--- src/rtl/gtx_drp_arb.sv ---
// -----------------------------------------------------------------------------
// gtx_drp_arb
//
// Shares the single GTX quad DRP port between two requesters (channel-0 and
// channel-1 tuning/config logic). Each grant carries exactly one read or write
// through the 7-series DRP handshake and returns read data, or a timeout
// error, to the requester that won the grant.
//
// Sequence per access:  IDLE -> ISSUE -> WAIT -> DONE -> IDLE
//
// Ports
//   sys_clk, sys_rst          DRP clock; asynchronous active-high reset
//   reqN_valid/we/addr/wdata  access request from requester N (held until ready)
//   reqN_ready                accept strobe, combinational, IDLE only
//   reqN_done                 one-cycle completion pulse
//   reqN_rdata/reqN_err       read data / timeout flag, valid while done=1
//   drp_en/we/addr/di         DRP request side (drp_en is a one-cycle pulse)
//   drp_do/drp_rdy            DRP response side
//   busy                      high whenever an access is in flight
// -----------------------------------------------------------------------------
module gtx_drp_arb #(
  parameter int C_ADDR_W  = 9,
  parameter int C_TIMEOUT = 63
) (
  input  logic                sys_clk,
  input  logic                sys_rst,

  input  logic                req0_valid,
  input  logic                req0_we,
  input  logic [C_ADDR_W-1:0] req0_addr,
  input  logic [15:0]         req0_wdata,
  output logic                req0_ready,
  output logic                req0_done,
  output logic [15:0]         req0_rdata,
  output logic                req0_err,

  input  logic                req1_valid,
  input  logic                req1_we,
  input  logic [C_ADDR_W-1:0] req1_addr,
  input  logic [15:0]         req1_wdata,
  output logic                req1_ready,
  output logic                req1_done,
  output logic [15:0]         req1_rdata,
  output logic                req1_err,

  output logic                drp_en,
  output logic                drp_we,
  output logic [C_ADDR_W-1:0] drp_addr,
  output logic [15:0]         drp_di,
  input  logic [15:0]         drp_do,
  input  logic                drp_rdy,

  output logic                busy
);

  typedef enum logic [1:0] {
    S_IDLE,
    S_ISSUE,
    S_WAIT,
    S_DONE
  } state_t;

  // Counter value on the last permitted WAIT cycle.
  localparam logic [7:0] C_TERM = 8'(C_TIMEOUT - 1);

  state_t      state;
  logic        last_grant;  // requester served by the most recent access
  logic        grant;       // requester owning the access in flight
  logic [7:0]  wait_cnt;

  logic        gnt1;
  logic        accept;
  logic        wait_exit;
  logic [15:0] rdata_nxt;

  // Round-robin: a lone requester always wins; on a tie the requester that
  // was not served last wins.
  assign gnt1 = req1_valid & (~req0_valid | ~last_grant);

  // NOTE: ready is gated by sys_rst so that every output reads 0 while the
  // block is held in reset, even if a requester keeps valid high.
  assign req1_ready = ~sys_rst & (state == S_IDLE) & gnt1;
  assign req0_ready = ~sys_rst & (state == S_IDLE) & req0_valid & ~gnt1;
  assign accept     = req0_ready | req1_ready;

  // drp_rdy on the terminal cycle takes precedence over the timeout.
  assign wait_exit  = drp_rdy | (wait_cnt == C_TERM);
  // Writes and timeouts both return zero data.
  assign rdata_nxt  = (drp_rdy && !drp_we) ? drp_do : 16'h0000;

  // NOTE: every register here, including the DRP outputs and returned data,
  // is cleared by the asynchronous reset so an aborted access leaves nothing
  // behind, and all state updates use non-blocking assignments so each
  // branch sees the values from the start of the cycle.
  always_ff @(posedge sys_clk or posedge sys_rst) begin
    if (sys_rst) begin
      state      <= S_IDLE;
      last_grant <= 1'b1;
      grant      <= 1'b0;
      wait_cnt   <= 8'd0;
      drp_en     <= 1'b0;
      drp_we     <= 1'b0;
      drp_addr   <= '0;
      drp_di     <= 16'h0000;
      busy       <= 1'b0;
      req0_done  <= 1'b0;
      req0_rdata <= 16'h0000;
      req0_err   <= 1'b0;
      req1_done  <= 1'b0;
      req1_rdata <= 16'h0000;
      req1_err   <= 1'b0;
    end else begin
      case (state)
        S_IDLE: begin
          if (accept) begin
            // The DRP request registers double as the latch for the access;
            // they hold until the next accept.
            grant    <= req1_ready;
            drp_we   <= req1_ready ? req1_we    : req0_we;
            drp_addr <= req1_ready ? req1_addr  : req0_addr;
            drp_di   <= req1_ready ? req1_wdata : req0_wdata;
            drp_en   <= 1'b1;
            busy     <= 1'b1;
            state    <= S_ISSUE;
          end
        end

        S_ISSUE: begin
          drp_en   <= 1'b0;
          wait_cnt <= 8'd0;
          state    <= S_WAIT;
        end

        S_WAIT: begin
          wait_cnt <= wait_cnt + 8'd1;
          if (wait_exit) begin
            state <= S_DONE;
            if (grant) begin
              req1_done  <= 1'b1;
              req1_rdata <= rdata_nxt;
              req1_err   <= ~drp_rdy;
            end else begin
              req0_done  <= 1'b1;
              req0_rdata <= rdata_nxt;
              req0_err   <= ~drp_rdy;
            end
          end
        end

        S_DONE: begin
          req0_done  <= 1'b0;
          req1_done  <= 1'b0;
          last_grant <= grant;
          busy       <= 1'b0;
          state      <= S_IDLE;
        end

        default: state <= S_IDLE;
      endcase
    end
  end

endmodule

--- config.mk ---
export PLATFORM = sky130hd
export DESIGN_NAME = gtx_drp_arb
export DESIGN_NICKNAME = d
export VERILOG_FILES = /design/src/rtl/gtx_drp_arb.sv
export SDC_FILE = /design/constraint.sdc
export NUM_CORES = 1
export LEC_CHECK = 0
export CAP_MARGIN = 20
export CORE_MARGIN = 3
export CORE_UTILIZATION = 42
export CTS_CLUSTER_DIAMETER = 80
export DETAILED_ROUTE_END_ITERATION = 10
export GPL_ROUTABILITY_DRIVEN = 0
export PLACE_DENSITY = 0.8
export SLEW_MARGIN = 10
export SYNTH_ARGS = -nofsm -noshare
export SYNTH_HDL_FRONTEND = slang
export SYNTH_SLANG_ARGS = --single-unit
--- constraint.sdc ---
create_clock -name sys_clk -period 2.8 [get_ports sys_clk]
set_input_delay 0.28 -clock sys_clk [delete_from_list [all_inputs] [get_ports sys_clk]]
set_output_delay 0.28 -clock sys_clk [all_outputs]
set_load 0.01 [all_outputs]
[Word level (Yosys, flattened, before mapping)]
Index checks and enable logic that the tools add are counted.
Widths: inputs -> output; s select.
Cells by class
  reductions and logical operators: 15
  mux-type cells: 17
  eq/ne operators: 8
  add/sub/neg operators: 1
  bitwise operators: 14
Operators by type and width (number)
  $mux 16: 2
  $pmux 8 s2: 1
  $reduce_and 3->1: 4
  $mux 9: 1
  $add 8x1->8 const B: 1
  $eq 8x6->1 const B: 1
  $ne 2x2->1 const B: 4
  $pmux 1 s2: 4
  $pmux 2 s4: 1
  $reduce_and 2->1: 4
  $reduce_bool 2->1: 4
  $mux 1: 6
  $not 1->1: 6
  $and 1x1->1: 5
  $eq 2x2->1 const B: 2
  $mux 2: 2
  $or 1x1->1: 3
  $eq 2x1->1 const B: 1
  $logic_not 2->1: 1
  $logic_and 1x1->1: 1
  $logic_not 1->1: 1
Storage, ports and cells
  output and inout port bits: 66
  register bits after elaboration: 76
  logic and storage cells: 70
  input port bits: 73

[Logic depth before layout (Yosys ltp)]
  word-level depth: 8
  depth in mapped cells: 8
  gate-level depth less buffers: 6

[Worst setup path after synthesis]
No wires, ideal clock.
  kind: reg2reg
  from: reg state[0]
  to: reg drp_di[10]
  setup time: 126 ps
  setup slack: 940 ps
  buffers on the path: 2
  period minus slack after synthesis: 1860 ps
  data required time: 2674 ps
  cell stages (with the launch flop): 9
  arrival: 1734 ps
  cells stage by stage: dfrtp_1 inv_1 ha_1 nor2b_1 nor2b_1 clkbuf_1 buf_2 nor2b_1 a221o_1
Between the ends
  word-level cells in the longest chain between the ends: 6
  elaborated cells on any way between the ends: 8
  those cells by class: mux (1); bitwise (5); reduce/logical (2)
Ends and longest elaborated chain
  from (decl): RTL line 66  | state_t state;
  from (signal assigned): RTL line 97  | state <= S_IDLE;
  from (signal assigned): RTL line 124  | state <= S_ISSUE;
  from (signal assigned): RTL line 131  | state <= S_WAIT;
  $logic_not 2->1 *: RTL line 82, 83, 113
  $and 1x1->1: RTL line 82, 83
  $and 1x1->1 (2 in series): RTL line 83  | assign req0_ready = ~sys_rst & (state == S_IDLE) & req0_valid & ~gnt1;
  $or 1x1->1: RTL line 84  | assign accept = req0_ready | req1_ready;
  $reduce_and 2->1 (no source line)
  to (signal assigned): RTL line 121  | drp_di <= req1_ready ? req1_wdata : req0_wdata;
  to (decl): RTL line 49  | output logic [15:0] drp_di,
Mark *: on every way between the ends. The rest lies on a longest branch, timed or not.
A chain may end at the register's enable or synchronous reset.

[Final worst setup path]
  from: reg state[0]
  to: out req0_ready
Between the ends
  word-level cells in the longest chain between the ends: 4
Ends and longest elaborated chain
  $logic_not 2->1: RTL line 83
  $and 1x1->1 (3 in series): RTL line 83
  to (decl): RTL line 32  | output logic req0_ready,
Every way passes these cells.

==> metrics.cfg <==
[die]
ios = 139
start_util = 0.438
die_area_mm2 = 0.00877
dieWidth_um = 93.7
num_rows = 31
die_h_um = 93.7
core_mm2 = 0.00737

[synth]
ys_async_sr_fraction = 1.00
ys_ff_latch = 76
synth_area_mm2 = 0.00323
synthesis.nets = 351
ys_types = 31
ys_seq_area_frac = 0.590
synth_edf_count = 0
synth.avg_cell_area_um2 = 11.9
syn_inst = 271
yosysWarnings = 0
synth-main-ff-cell = dfrtp_1

[global_routing]
grt_overflow = 0
antenna_found_initial = 0
grt_pass1_wl_um = 14300
grt_pass1_vias = 2842
grt_max_degree = 53
grt_usage = 0.208

[sta]
worst-slew-pin-transition_ns = 1.09
rsz0062_at_grt = false
slew_headroom = 0.268
finalSetupViolations = 0
finalSetupTns_ns = 0
skew_ns = 0.00914
period_needed_ns = 2.43
finalCritPeriodShare = 0.866
final_max_slew_viol_count = 0
holdWs_ns = 0.376
max_freq_mhz = 412
hold_violations = 0

[layout]
final_layout_size_suffix_gt1_frac = 0.0651
fin_nets = 490
area_growth_pct = 53.6
antennaDiodeCount = 0
final_common_cell = clkdlybuf4s50_1
final_cell_mix = clkdlybuf4s50_1, dfrtp_1, a22o_1, nor2b_1, a221o_1
instances_no_fill = 514

[routing]
ant_nets = 0
via_per_inst = 5.40
post-route-drc-count = 0
wl_um = 8850
first_iter_violations = 112
wl_per_cell_um = 17.2
firstDrtPassIters = 4
vias = 2774

[setup_path]
start_kind = flop
arrival_ns = 2.15
end_kind = primary output
worst-endpoint-required_ns = 2.52
crit_fanout = 4
worstSetupPathType = flop to primary output

[flow_run]
cap_violations = 0

[clocking]
h-tree-depth = 3
cts.clk_slew.worst_paths_ns = 0.08
clk_latency_ns = 0.35
cts.sinks = 76
cts_tree = built
hold_buffers = 0
cts_root_buf = clkbuf_8
clock_path_buffers = 2
cts_buffers = 9
ctsResizeCount = 0
cts_setup_buffers = 0

[outcome]
status = completed

[power]
switchingPower_mw = 1.65
leakagePower_nw = 2.21
clkPwrFrac = 0.189
seqPwrFrac = 0.361
p_total_mw = 5.10
internal_power_mw = 3.44
p_comb_frac = 0.449
power_switching_share = 0.324
vdd_ir_drop_max_v = 0.000512
powerDensity_mw_per_mm2 = 1030

[placed_design]
dp.final_hpwl_um = 6290
placedCellCount = 498
port_buffers = 138

[hold_path]
hold_path.class = primary input to async pin

registers in the layout (all words and copies together), names as in the netlist, 2 cells and up:
signal	flops
req1_rdata	16
req0_rdata	16
drp_di	16
state	2
wait_cnt	8
drp_addr	9
Yosys cell counts, drive strengths merged, types with 3 or more instances:
master   n  area, um^2
a21o     3        22.5
a21oi    8        40.0
a221o   26         260
a22o    32         280
and3     3        18.8
buf      6        36.3
clkbuf  10        37.5
dfrtp   75        1880
ha       7        87.6
inv     11        41.3
nand2   15        56.3
nand2b   3        18.8
nand3    7        35.0
nor2     8        30.0
nor2b   29         181
nor3     3        15.0
o211ai   3        22.5
o21ai    6        30.0
path summary, 6_finish.rpt:
check / end / cells after the start / slack, ns / from
max: req0_ready / 6 / 0.37 / state[0]
min: drp_addr[1] / 2 / 0.38 / sys_rst
max reg2reg: drp_di[6] / 7 / 0.56 / state[0]
min reg2reg: req0_rdata[8] / 1 / 0.50 / req0_rdata[8]
max in group asynchronous: drp_di[6] / 3 / 1.75 / sys_rst
min in group sys_clk: req0_rdata[8] / 1 / 0.50 / req0_rdata[8]
layout make-up:
type	instances	area [um^2]
repair buffers	144	1440
clock inverters	5	83.8
well taps	99	124
flip-flops and latches	76	1900
clock buffers	11	151
inverters	11	41.3
fillers	559	2410
multi-input cells	168	1220
per-stage QoR:
step                setup slack, ns  area [um^2]  utilization
floorplan                     0.583         3230            -
global placement              0.610         4720        0.641
detailed placement            0.581         4720        0.641
CTS                           0.364         4960        0.673
global route                  0.217         4960        0.673
finish                        0.374         4960        0.673
critical path, cell delays in order (launching register included):
cell and delay, ns:
dfrtp_1 0.42, inv_1 0.12, ha_1 0.20, nor2b_1 0.23, nand2_1 0.13, a21oi_2 0.14
clkdlybuf4s50_1 0.57
cell families after synthesis:
group / Yosys count / synth area share
compound gates: 84 / 0.217
flops: 76 / 0.590
simple gates: 74 / 0.122
buf+inv: 27 / 0.0357
fa+ha+maj: 7 / 0.0271
xor+xnor: 2 / 0.00543
mux: 1 / 0.00349
power groups by stage:
stage | Clock (mW) | Sequential, mW | Combinational (mW)
2_1_floorplan | 0 | 2.00 | 0.949
3_3_place_gp | 0 | 1.84 | 2.24
3_5_place_dp | 0 | 1.85 | 2.30
4_1_cts | 0.974 | 1.84 | 2.31
5_1_grt | 1.03 | 1.91 | 2.49
6_report | 0.965 | 1.84 | 2.29
metal layers:
metal / vias to the layer above / share of wire / global-route usage
met4: 0 / 0.022 / 0.0734
li1: 1284 / - / -
met5: - / 0 / 0
met1: 1369 / 0.43 / 0.278
met2: 105 / 0.47 / 0.329
met3: 16 / 0.074 / 0.0553
No activity file was read; power rests on OpenSTA's default activity.
